===== config.mk =====
export PLATFORM = sky130hd
export DESIGN_NAME = pd_pulse_seq_ctrl
export DESIGN_NICKNAME = d
export VERILOG_FILES = /design/src/rtl/pd_pulse_seq_ctrl.sv
export SDC_FILE = /design/constraint.sdc
export NUM_CORES = 1
export LEC_CHECK = 0
export BUFFER_PORTS_ARGS = -buffer_cell sky130_fd_sc_hd__buf_2
export CAP_MARGIN = 0
export CORE_MARGIN = 2
export CORE_UTILIZATION = 51
export CTS_CLUSTER_SIZE = 24
export DETAILED_ROUTE_END_ITERATION = 10
export PLACE_DENSITY_LB_ADDON = 0.05
export SYNTH_ARGS = -nofsm -noshare
export SYNTH_HDL_FRONTEND = slang
export SYNTH_SLANG_ARGS = --single-unit

===== constraint.sdc =====
create_clock -name dds -period 3.98 [get_ports dds]
set_input_delay 0.597 -clock dds [delete_from_list [all_inputs] [get_ports dds]]
set_output_delay 0.597 -clock dds [all_outputs]
set_load 0.01 [all_outputs]

===== src/rtl/pd_pulse_seq_ctrl.sv =====
// Phase-flag sequencer for the pulse-state FSM: times pre/pulse/tail intervals and waits for stateover.
// Optional PD_SEQ_REPEAT_EN adds n_rep/rep_cnt and re-arms for n_rep+1 back-to-back runs.
module pd_pulse_seq_ctrl #(
    parameter int CNT_W  = 16,
    parameter int TO_CYC = 1023
) (
    input  logic             dds,
    input  logic             rst,
    input  logic             start,
    input  logic [1:0]       mode,
    input  logic [CNT_W-1:0] t_pre,
    input  logic [CNT_W-1:0] t_pulse,
    input  logic [CNT_W-1:0] t_tail,
    input  logic             stateover,
`ifdef PD_SEQ_REPEAT_EN
    input  logic [7:0]       n_rep,
    output logic [7:0]       rep_cnt,
`endif
    output logic [5:0]       flags,
    output logic             busy,
    output logic             done,
    output logic             err
);

    localparam int TO_W = $clog2(TO_CYC + 1);

    typedef enum logic [2:0] {
        IDLE, ARM, PRE, PULSE, TAIL, WAIT_OVER, DONE
    } state_t;

    state_t           state, state_n;
    logic [CNT_W-1:0] cnt, cnt_n;
    logic [TO_W-1:0]  to_cnt, to_n;
    logic [5:0]       flags_n;
    logic             busy_n, done_n, err_n;
    logic [1:0]       mode_q, mode_n;
    logic [CNT_W-1:0] tpre_q, tpre_n, tpul_q, tpul_n, ttail_q, ttail_n;
`ifdef PD_SEQ_REPEAT_EN
    logic [8:0]       rep_q, rep_n;
    logic [7:0]       nrep_q, nrep_n;
    assign rep_cnt = rep_q[7:0];
`endif

    // A programmed duration of zero still occupies one cycle
    function automatic logic [CNT_W-1:0] at_least_one(input logic [CNT_W-1:0] t);
        return (t == '0) ? CNT_W'(1) : t;
    endfunction

    always_ff @(posedge dds or posedge rst) begin
        if (rst) begin
            state   <= IDLE;
            cnt     <= '0;
            to_cnt  <= '0;
            flags   <= '0;
            busy    <= 1'b0;
            done    <= 1'b0;
            err     <= 1'b0;
            mode_q  <= '0;
            tpre_q  <= '0;
            tpul_q  <= '0;
            ttail_q <= '0;
`ifdef PD_SEQ_REPEAT_EN
            rep_q   <= '0;
            nrep_q  <= '0;
`endif
        end else begin
            state   <= state_n;
            cnt     <= cnt_n;
            to_cnt  <= to_n;
            flags   <= flags_n;
            busy    <= busy_n;
            done    <= done_n;
            err     <= err_n;
            mode_q  <= mode_n;
            tpre_q  <= tpre_n;
            tpul_q  <= tpul_n;
            ttail_q <= ttail_n;
`ifdef PD_SEQ_REPEAT_EN
            rep_q   <= rep_n;
            nrep_q  <= nrep_n;
`endif
        end
    end

    // Outputs are registered: each action listed for a state lands on the edge leaving it,
    // except done, which is raised on entry to DONE so it is visible during that cycle.
    always_comb begin
        state_n = state;
        cnt_n   = cnt;
        to_n    = to_cnt;
        flags_n = flags;
        busy_n  = busy;
        done_n  = 1'b0;
        err_n   = err;
        mode_n  = mode_q;
        tpre_n  = tpre_q;
        tpul_n  = tpul_q;
        ttail_n = ttail_q;
`ifdef PD_SEQ_REPEAT_EN
        rep_n   = rep_q;
        nrep_n  = nrep_q;
`endif
        unique case (state)
            IDLE: begin
                if (start) begin
                    mode_n  = mode;
                    tpre_n  = at_least_one(t_pre);
                    tpul_n  = at_least_one(t_pulse);
                    ttail_n = at_least_one(t_tail);
                    busy_n  = 1'b1;
                    err_n   = 1'b0;
`ifdef PD_SEQ_REPEAT_EN
                    rep_n   = '0;
                    nrep_n  = n_rep;
`endif
                    state_n = ARM;
                end
            end
            ARM: begin
                flags_n = {mode_q[0], 3'b000, mode_q[1], 1'b1};
                cnt_n   = tpre_q;
                state_n = PRE;
            end
            PRE: begin
                if (cnt == CNT_W'(1)) begin
                    flags_n[2] = 1'b1;
                    cnt_n      = tpul_q;
                    state_n    = PULSE;
                end else begin
                    cnt_n = cnt - CNT_W'(1);
                end
            end
            PULSE: begin
                if (cnt == CNT_W'(1)) begin
                    flags_n[4:3] = 2'b11;
                    cnt_n        = ttail_q;
                    state_n      = TAIL;
                end else begin
                    cnt_n = cnt - CNT_W'(1);
                end
            end
            TAIL: begin
                if (cnt == CNT_W'(1)) begin
                    to_n    = '0;
                    state_n = WAIT_OVER;
                end else begin
                    cnt_n = cnt - CNT_W'(1);
                end
            end
            WAIT_OVER: begin
                if (!stateover) begin
`ifdef PD_SEQ_REPEAT_EN
                    done_n = (rep_q == {1'b0, nrep_q});
                    rep_n  = rep_q + 9'd1;
`else
                    done_n = 1'b1;
`endif
                    state_n = DONE;
                end else if (to_cnt == TO_W'(TO_CYC - 1)) begin
                    err_n   = 1'b1;
                    state_n = DONE;
                end else begin
                    to_n = to_cnt + TO_W'(1);
                end
            end
            DONE: begin
                flags_n = '0;
`ifdef PD_SEQ_REPEAT_EN
                if (!err && rep_q != ({1'b0, nrep_q} + 9'd1)) begin
                    state_n = ARM;
                end else begin
                    busy_n  = 1'b0;
                    state_n = IDLE;
                end
`else
                busy_n  = 1'b0;
                state_n = IDLE;
`endif
            end
            default: state_n = IDLE;
        endcase
    end

endmodule


Yosys cells after proc, flatten, opt, wreduce, memory -nomap -nowiden:

Cells that the tools add are included.

* register bits after elaboration: 88
* input bits: 54
* output and inout port bits: 9

* $add $sub $neg: 2
* eq/ne operators: 17
* muxes and demuxes: 32
* reduce and logical (&&, ||, !) cells: 20

Operators by type and width (number)
* $mux W16: 6
* $pmux W16 S4: 1
* $logic_not A16 Y1: 3
* $mux W10: 3
* $pmux W10 S2: 1
* $mux W3: 6
* $pmux W3 S6: 1
* $eq A16 B1 Y1 const B: 1
* $ne A2 B2 Y1 const B: 8
* $sub A16 B1 Y16 const B: 1
* $reduce_bool A2 Y1: 6
* $add A10 B1 Y10 const B: 1
* $eq A10 B10 Y1 const B: 1
* $reduce_and A2 Y1: 5
* $eq A3 B3 Y1 const B: 3
* $pmux W1 S2: 4
* $pmux W2 S2: 2
* $reduce_and A4 Y1: 2
* $mux W1: 7
* $eq A3 B2 Y1 const B: 2
* $reduce_and A5 Y1: 1
* $reduce_bool A4 Y1: 1
* $eq A3 B1 Y1 const B: 1
* $logic_not A3 Y1: 1
* other kinds (3): 3

Longest topological paths before layout:

* word-level depth: 4
* depth in mapped cells: 9

Worst setup path after synthesis:

Ideal clock, no wire load.

* path type: register -> register
* start: reg cnt[12]
* end: reg cnt[3]
* library setup time: 121 ps
* arrival time: 2465 ps
* path slack: 1394 ps
* cell stages (with the launch flop): 9
* path buffers: 2
* period minus slack after synthesis: 2586 ps
* cell sequence: dfrtp_1 > or4_1 > or4b_1 > buf_6 > or3_4 > buf_6 > o22ai_2 > a21oi_1 > o22a_1

* longest elaborated chain between the ends: 3

RTL lines
* start, declared: line 32 `logic [CNT_W-1:0] cnt, cnt_n;`
* start signal, assigned: line 68 `cnt <= cnt_n;`
* $eq A16 B1 Y1 *: line 125, 134, 143
* $mux W16 (tied with other cells): line 134 `if (cnt == CNT_W'(1)) begin`
* $pmux W16 S4 / $reduce_and A2 Y1 (equally long branches)

Every way passes the cells marked *; elsewhere a longest branch is shown, timed or not.
A chain may end at the register's enable or synchronous reset.

Worst setup path in the final report:

* start: reg cnt[12]
* end: reg cnt[14]

* longest elaborated chain between the ends: 3

RTL lines
* $sub A16 B1 Y16 / $eq A16 B1 Y1 (equally long branches)
* $mux W16 (tied with other cells): line 143 `if (cnt == CNT_W'(1)) begin`
* $pmux W16 S4 / $reduce_and A2 Y1 (equally long branches)

Parallel ways exist; a longest one is shown, timed or not. The select of a mux whose other input is x is not followed.

==> impl_results.md <==
* Fin nets at 529
* Slew margin rel. at 23.1%
* Sink Count at 87
* Cts hold-fix bufs at 0
* Hold WS at 365 ps
* Wire length per cell after detailed routing at 17.9 um
* CTS tree: yes
* Hold Path Class: primary input to asynchronous set/reset pin
* Max-Cap Viols at 0
* Unrepaired setup endpoints after global routing: false
* Status: finished, final reports clean
* Clock Path Buffers at 2
* Post-CTS Setup Bufs at 0
* Average footprint of a synthesized cell at 10.6 um^2
* Crit start category: register
* Cts repair resizes at 0
* Initial Util at 53.0%
* Worst-Skew Late Latency at 360 ps
* I/O pins at 63
* Worst setup EP type: register
* Total number of vias at 3454
* Chip height at 96.9 um
* Post-Route Setup TNS at 0 ps
* Critical path class: register to register
* Clk_skew at 7.25 ps
* Top_reg_cell synth: dfrtp_1
* Peak supply drop at 177 uV
* Vias in the first global route at 3344
* Detailed Place HPWL at 7470 um
* Total power draw at 1550 uW
* Top-area cell type share of the netlist area at 49.5%
* Most common cell in the netlist: dfrtp_1
* Final setup viols at 0
* Total CTS buffers at 9
* Flops & latches, synth at 87
* Worst reg-to-reg path cell count at 6
* Rows at 33
* I/O Buffers at 62
* Die W at 96.9 um
* Period minus WS final at 3070 ps
* Non-Filler Instances at 580
* Via/cell ratio at 5.96
* Syn Inst Count at 415
* Placed Area at 0.00477 mm^2
* Final Hold Fails at 0
* Post-synth top cells: dfrtp_1, mux2_2, nor2_1
* Worst r2r dst: cnt[14]
* Simple-gate share of the synthesized area at 13.0%
* Critical R2R Launch: cnt[12]
* Root Driver: clkbuf_8
* Gr ovfl total at 0
* Ranking of synthesized cells by area: dfrtp_1, mux2_2, o21ai_0
* Layout Area Growth over Synthesis at 12.8%
* Slew @ Worst Pin at 1150 ps
* First-pass GRT wire length at 17000 um
* Finished Cell Area at 0.00496 mm^2
* GPL Wtd Cong at 0.838
* Synth Area in XOR/XNOR at 1.79%
* Drt drc at 0
* CTS clk-pin slew, worst paths at 90 ps
* Critical path arrival at 3330 ps
* Yosys warning count at 0
* Full die area at 0.00938 mm^2
* Placed cell count at 565
* Largest net degree at the start of global routing at 57
* Worst-path fanout max at 10
* H-tree depth at 3
* Routed wire length at 10400 um
* Area fraction in compound gates after synthesis at 15.9%
* Mux cell area share after synthesis at 15.1%
* Layout cells sized above 1 at 30.9%
* Syn nets at 473
* Total track usage at 22.8%
* Final Max Slew Viols at 0
* Initial antenna violation count at 0
* Post-synth ARST share at 100%
* Post-synthesis cell type count at 55
* Area leader, netlist: dfrtp_1
* Post-synthesis sequential area ratio at 49.5%
* Worst reg-to-reg setup slack at 910 ps
* Fmax achieved at 325 MHz
* Core area at 0.00830 mm^2
* First-pass DRT Iterations at 4
* Final period utilization at 77.2%
* Power Density at 312 mW/mm^2
* Post-synthesis adder-cell area fraction at 1.14%
* Initial DRC count at 295
* Antenna cells at 0
* Largest family of logic cells by synthesized area: compound AO/OA/AOI/OAI gates
* Post-synth EDFFs at 0
* Leakage at 0.00220 uW
* Synthesized cell area at 0.00440 mm^2
* CP required at 4230 ps
* DRT antenna net count at 0
==> worst max-delay path: stages (launching register included) <==
cell and delay [ps]:
dfrtp_1 460, or4_1 570, or4b_1 760, o21ai_4 320
and2_1 410, o21ai_0 150, a22o_1 290
==> placed cells by master, fill, tap and decap left out, types with 11 or more instances in the layout <==
master,synthesis,layout
a21oi_1,24,24
buf_2,2,62
dfrtp_1,87,87
inv_1,12,11
mux2_2,51,51
nand2_1,20,20
nor2_1,34,34
nor3_1,15,14
nor4_1,15,15
o21ai_0,27,27
==> how the worst max path moves through the flow <==
stage          startpoint       to  slack [ps]  depth (start not counted)
2_1_floorplan         rst     busy        1130                          1
3_3_place_gp      cnt[12]   cnt[7]        1020                          6
3_5_place_dp      cnt[12]   cnt[7]         950                          6
4_1_cts           cnt[12]   cnt[7]         940                          6
5_1_grt           cnt[12]   cnt[7]         750                          6
6_report          cnt[12]  cnt[14]         910                          6
==> per-layer routing <==
metal  share of wire (%)  track usage (%)  vias up  wire length [um]
met4                 2.9             9.97        0               299
met5                   0                0        -                 0
met3                 4.3             3.47       21               444
li1                    -                -     1644                 -
met2                  46             34.8      106              4800
met1                  46             32.3     1683              4810
==> registers in the layout (all words and copies together) (netlist names) <==
name / count
err: 1
tpul_q: 16
cnt: 16
tpre_q: 16
done: 1
flags: 5
ttail_q: 16
busy: 1
to_cnt: 10
state: 3
mode_q: 2
==> power breakdown <==
part	total, uW	internal, uW	leakage (uW)	switching [uW]
combinational	56.5	22.6	0.000995	33.9
clock	610	288	0.0000888	322
sequential	883	883	0.00112	0
==> kinds of logic (layout without fill, tap and decap cells) <==
family,count (synthesis),count (layout)
AND/OR/NAND/NOR,114,114
multiplexers,60,60
AO/OA/AOI/OAI,107,107
adder cells (fa/ha/maj),4,4
buffers and inverters,34,94
flip-flops,87,87
XOR/XNOR,9,9
==> area by class of cell <==
class                   count  area [um^2]
clock buffers              10          128
clock inverters             5         58.8
well taps                 105          131
multi-input cells         294         2070
flip-flops and latches     87         2180
fillers                   728         3340
inverters                  12         46.3
repair buffers             67          348
==> through the flow <==
| step | utilization (%) | setup slack (ps) |
|---|---|---|
| 2_1_floorplan | - | 1130 |
| 3_3_place_gp | 57.5 | 1020 |
| 3_5_place_dp | 57.5 | 948 |
| 4_1_cts | 59.8 | 936 |
| 5_1_grt | 59.8 | 752 |
| 6_report | 59.8 | 906 |
Note: power is estimated with default switching activity, not from simulation.
